`src/rtl/lc3_writeback_arbiter.sv`:
```
// rtl/lc3_writeback_arbiter.sv - LC3 writeback arbiter: ALU/MEM round-robin onto the register file write port
// Owns the 8x16 register file and the NZP condition codes; reads bypass the pending WB write.
module lc3_writeback_arbiter #(
  parameter int DATA_W = 16,
  parameter int NREG   = 8,
  parameter int REG_AW = 3
) (
  input  logic              clock,
  input  logic              reset,
  input  logic              alu_valid,
  output logic              alu_ready,
  input  logic [REG_AW-1:0] alu_dr,
  input  logic [DATA_W-1:0] alu_data,
  input  logic              mem_valid,
  output logic              mem_ready,
  input  logic [REG_AW-1:0] mem_dr,
  input  logic [DATA_W-1:0] mem_data,
  input  logic              hold,
  input  logic [REG_AW-1:0] sr1,
  input  logic [REG_AW-1:0] sr2,
  output logic              writeback_en_out,
  output logic [2:0]        psr,
  output logic [DATA_W-1:0] VSR1,
  output logic [DATA_W-1:0] VSR2
);

  localparam logic SRC_ALU = 1'b0;
  localparam logic SRC_MEM = 1'b1;

  logic              rr_last;
  logic              wb_valid;
  logic [REG_AW-1:0] wb_dr;
  logic [DATA_W-1:0] wb_data;
  logic [DATA_W-1:0] regfile [NREG];

  // Grant is a function of valids, hold and rr_last only; data never feeds readies.
  always_comb begin
    alu_ready = 1'b0;
    mem_ready = 1'b0;
    if (!hold) begin
      if (alu_valid && mem_valid) begin
        alu_ready = (rr_last == SRC_MEM);
        mem_ready = (rr_last == SRC_ALU);
      end else begin
        alu_ready = alu_valid;
        mem_ready = mem_valid;
      end
    end
  end

  always_ff @(posedge clock or negedge reset) begin
    if (!reset) begin
      for (int i = 0; i < NREG; i++) regfile[i] <= '0;
      psr      <= 3'b010;
      wb_valid <= 1'b0;
      wb_dr    <= '0;
      wb_data  <= '0;
      rr_last  <= SRC_ALU;
    end else begin
      // Commit is independent of hold: an accepted result always retires.
      if (wb_valid) begin
        regfile[wb_dr] <= wb_data;
        if (wb_data[DATA_W-1])  psr <= 3'b100;
        else if (wb_data == '0) psr <= 3'b010;
        else                    psr <= 3'b001;
      end
      wb_valid <= alu_ready || mem_ready;
      if (mem_ready) begin
        wb_dr   <= mem_dr;
        wb_data <= mem_data;
        rr_last <= SRC_MEM;
      end else if (alu_ready) begin
        wb_dr   <= alu_dr;
        wb_data <= alu_data;
        rr_last <= SRC_ALU;
      end
    end
  end

  assign writeback_en_out = wb_valid;

  // The value being committed this cycle is visible to the reader immediately.
  always_comb begin
    VSR1 = regfile[sr1];
    VSR2 = regfile[sr2];
    if (wb_valid && wb_dr == sr1) VSR1 = wb_data;
    if (wb_valid && wb_dr == sr2) VSR2 = wb_data;
  end

endmodule
```
`config.mk`:
```
export PLATFORM = sky130hd
export DESIGN_NAME = lc3_writeback_arbiter
export DESIGN_NICKNAME = d
export VERILOG_FILES = /design/src/rtl/lc3_writeback_arbiter.sv
export SDC_FILE = /design/constraint.sdc
export NUM_CORES = 1
export LEC_CHECK = 0
export BUFFER_PORTS_ARGS = -buffer_cell sky130_fd_sc_hd__buf_2
export CORE_ASPECT_RATIO = 1.75
export CORE_MARGIN = 4
export CORE_UTILIZATION = 60
export DETAILED_ROUTE_END_ITERATION = 10
export PLACE_DENSITY = 0.91
export SYNTH_ARGS = -nofsm -noshare
export SYNTH_HDL_FRONTEND = slang
export SYNTH_SLANG_ARGS = --single-unit
```
`constraint.sdc`:
```
create_clock -name clock -period 3.21 [get_ports clock]
set_clock_uncertainty 0.15 [all_clocks]
set_input_delay 0.642 -clock clock [delete_from_list [all_inputs] [get_ports clock]]
set_output_delay 0.642 -clock clock [all_outputs]
set_load 0.01 [all_outputs]
```
==> results.ini <==
[status]
status = completed

[final_layout]
finalNetCount = 669
fillers = 825
drive_gt1_frac = 0.5529
layout_common_cells = mux2_2, dfrtp_1, buf_2, mux4_1, buf_4
layout_commonest_cell = mux2_2
final_util = 0.7094
stdcell_area_mm2 = 0.009866
antennaDiodeCount = 0
area_growth_pct = 15.26

[critical_path]
path_cells = buf_4 > buf_12 > mux4_1 > mux2_2 > mux2_2 > buf_2
critical_path.most_common_cell = mux2_2
cpPeakStageDelay_ns = 0.61
crit_family = multiplexers
critPathBufInv = 3
critPathCaptureType = output port
critPathKind = in -> out
crit_start = sr1[0]
critical_path_arrival_ns = 2.35
reg2reg_from = writeback_en_out$_DFF_PN0_
cp-start-kind = input port
cp_slowest_cell = mux4_1
crit_required_ns = 2.42
worstPathMaxFanout = 16

[routing]
drt_iter0_drc = 312
drt_wl_total_mm = 21.87
drcViolationCount = 0
drtAntennaViolNets = 0
vias = 5516
dr.pass1.iters = 5
viasPerCell = 6.810
routedWlPerCell_um = 27.00

[timing]
clock.fmax_ghz = 0.3184
timing.final.hold_violations = 0
setup_viol = 0
fin_setup_tns_ns = 0
fin_hold_ws_ns = 0.06314
period_needed_ns = 3.141
final.period_utilization = 0.9785
rsz0062_at_grt = false
drv_slew = 0
tightest_slew_ns = 0.6266
slew_headroom = 0.5822

[logic_synthesis]
synthCells = 539
synth.avg_cell_area_um2 = 15.88
syn-cell-area_mm2 = 0.008559
synth_nets = 588
yosysSeqAreaShare = 0.4445
synth_seq_cells = 152
yosysUniqueCellTypes = 26
yosys-top-cells-area = dfrtp_1, mux2_2, mux4_1
synth_top_area_frac = 0.4415
yosysTopAreaCell = dfrtp_1
ys_warn_count = 0

[die]
die_h_um = 166
rows = 57
die_area_mm2 = 0.01632
die_w_um = 98.29
core_mm2 = 0.01391
io_pins = 87
start_util = 0.6155

[clock_network]
cts-root-buf = clkbuf_16
clkLatencyLatePin_ns = 0.43
post-cts-setup-buffer-count = 0
cts.sinks = 152
post_cts_resize_count = 1
cts.clk_slew.worst_paths_ns = 0.06
htree_levels = 4
cts_made_buffers = 17
cts_tree = done
ctsLongestPathBuffers = 2
ctsHoldBuffers = 0

[grt]
antenna_found_initial = 0
grt_max_degree = 70
grt_overflow = 0
gr-usage-all-layers = 0.2732
grt_pass1_wl_mm = 34.06
grt_pass1_vias = 6028

[power_and_ir_drop]
powerDensity_mw_per_mm2 = 850.2
vdd_drop_max_mv = 0.5391
power.total_w = 0.008388
leakage_nw = 4.642

[place]
dpl_cell_area_mm2 = 0.009241
place.gp.congestion = 0.8249
io_buffers = 86
dp_hpwl_mm = 14.14

[flow_run]
drv_cap = 0

[min_path]
hold_class = in -> async

## final timing paths
path                                                  to  slack [ns]  cells after the start
worst max-delay path                             VSR1[0]        0.07                      6
worst min-delay path             wb_data[11]$_DFFE_PN0P_        0.06                      1
worst max register to register  regfile[112]$_DFFE_PN0P_        1.06                      4
worst min register to register    regfile[0]$_DFFE_PN0P_        0.37                      1
max in group asynchronous        regfile[99]$_DFFE_PN0P_        2.06                      2
min in group clock                wb_data[6]$_DFFE_PN0P_        0.29                      2
## where the power goes
group	switching [W]	leakage (nW)	internal, W
clock	0.000795	0.298	0.00132
sequential	0.000753	1.91	0.00274
combinational	0.000969	2.44	0.00181
## sequential cells by signal, indices dropped and copies added, names as in the netlist
register,flops
psr,3
regfile,128
rr_last,1
wb_data,16
wb_dr,3
writeback_en_out,1
## logic make-up after synthesis
family          count (synthesis)  synth area share
flops                         152            0.4445
buf+inv                        59           0.03684
mux                           258            0.4548
simple gates                   40           0.03216
xor+xnor                        6          0.006139
compound gates                 24           0.02558
## metal layers
| metal | up-vias | GRT usage | part of all wire |
|---|---|---|---|
| li1 | 2296 | - | - |
| met1 | 2892 | 0.3184 | 0.36 |
| met2 | 249 | 0.4674 | 0.53 |
| met3 | 79 | 0.05002 | 0.051 |
| met4 | 0 | 0.1570 | 0.052 |
| met5 | - | 0 | 0 |
## metrics by stage
step / cells / setup slack [ns]
4_1_cts: 810 / 0.07667
2_1_floorplan: 539 / 0.3964
3_5_place_dp: 778 / -0.009854
6_report: 810 / 0.06909
3_3_place_gp: 778 / 0.09658
5_1_grt: 810 / 0.05250
## worst register-to-register path, delay by kind of cell (launching register included)
kind | cells | cell delay [ns]
buffers and inverters | 1 | 0.31
DFF | 1 | 0.64
muxes | 1 | 0.37
and+or+nand+nor | 2 | 0.56
## synth_stat cells (all sizes together)
master	n
a21oi	2
a221o	19
and2	19
and4	1
buf	24
clkbuf	32
dfrtp	151
dfstp	1
inv	3
mux2	194
mux4	64
nand2	2
nand2b	4
nand4	3
nand4b	3
nor3	2
nor3b	2
nor4	4
o21ai	1
o21bai	1
o22ai	1
xnor2	6
## layout make-up
| cell class | count | area [µm²] | share of cell area |
|---|---|---|---|
| clock buffer | 21 | 450.4 | 0.04566 |
| clock inverter | 11 | 171.4 | 0.01737 |
| inverter | 3 | 11.26 | 0.001141 |
| multi-input combinational | 328 | 4439 | 0.4500 |
| sequential | 152 | 3805 | 0.3857 |
| tap | 177 | 221.5 | 0.02245 |
| timing repair buffer | 118 | 767.0 | 0.07774 |
Power figures use the tool's default switching activity.
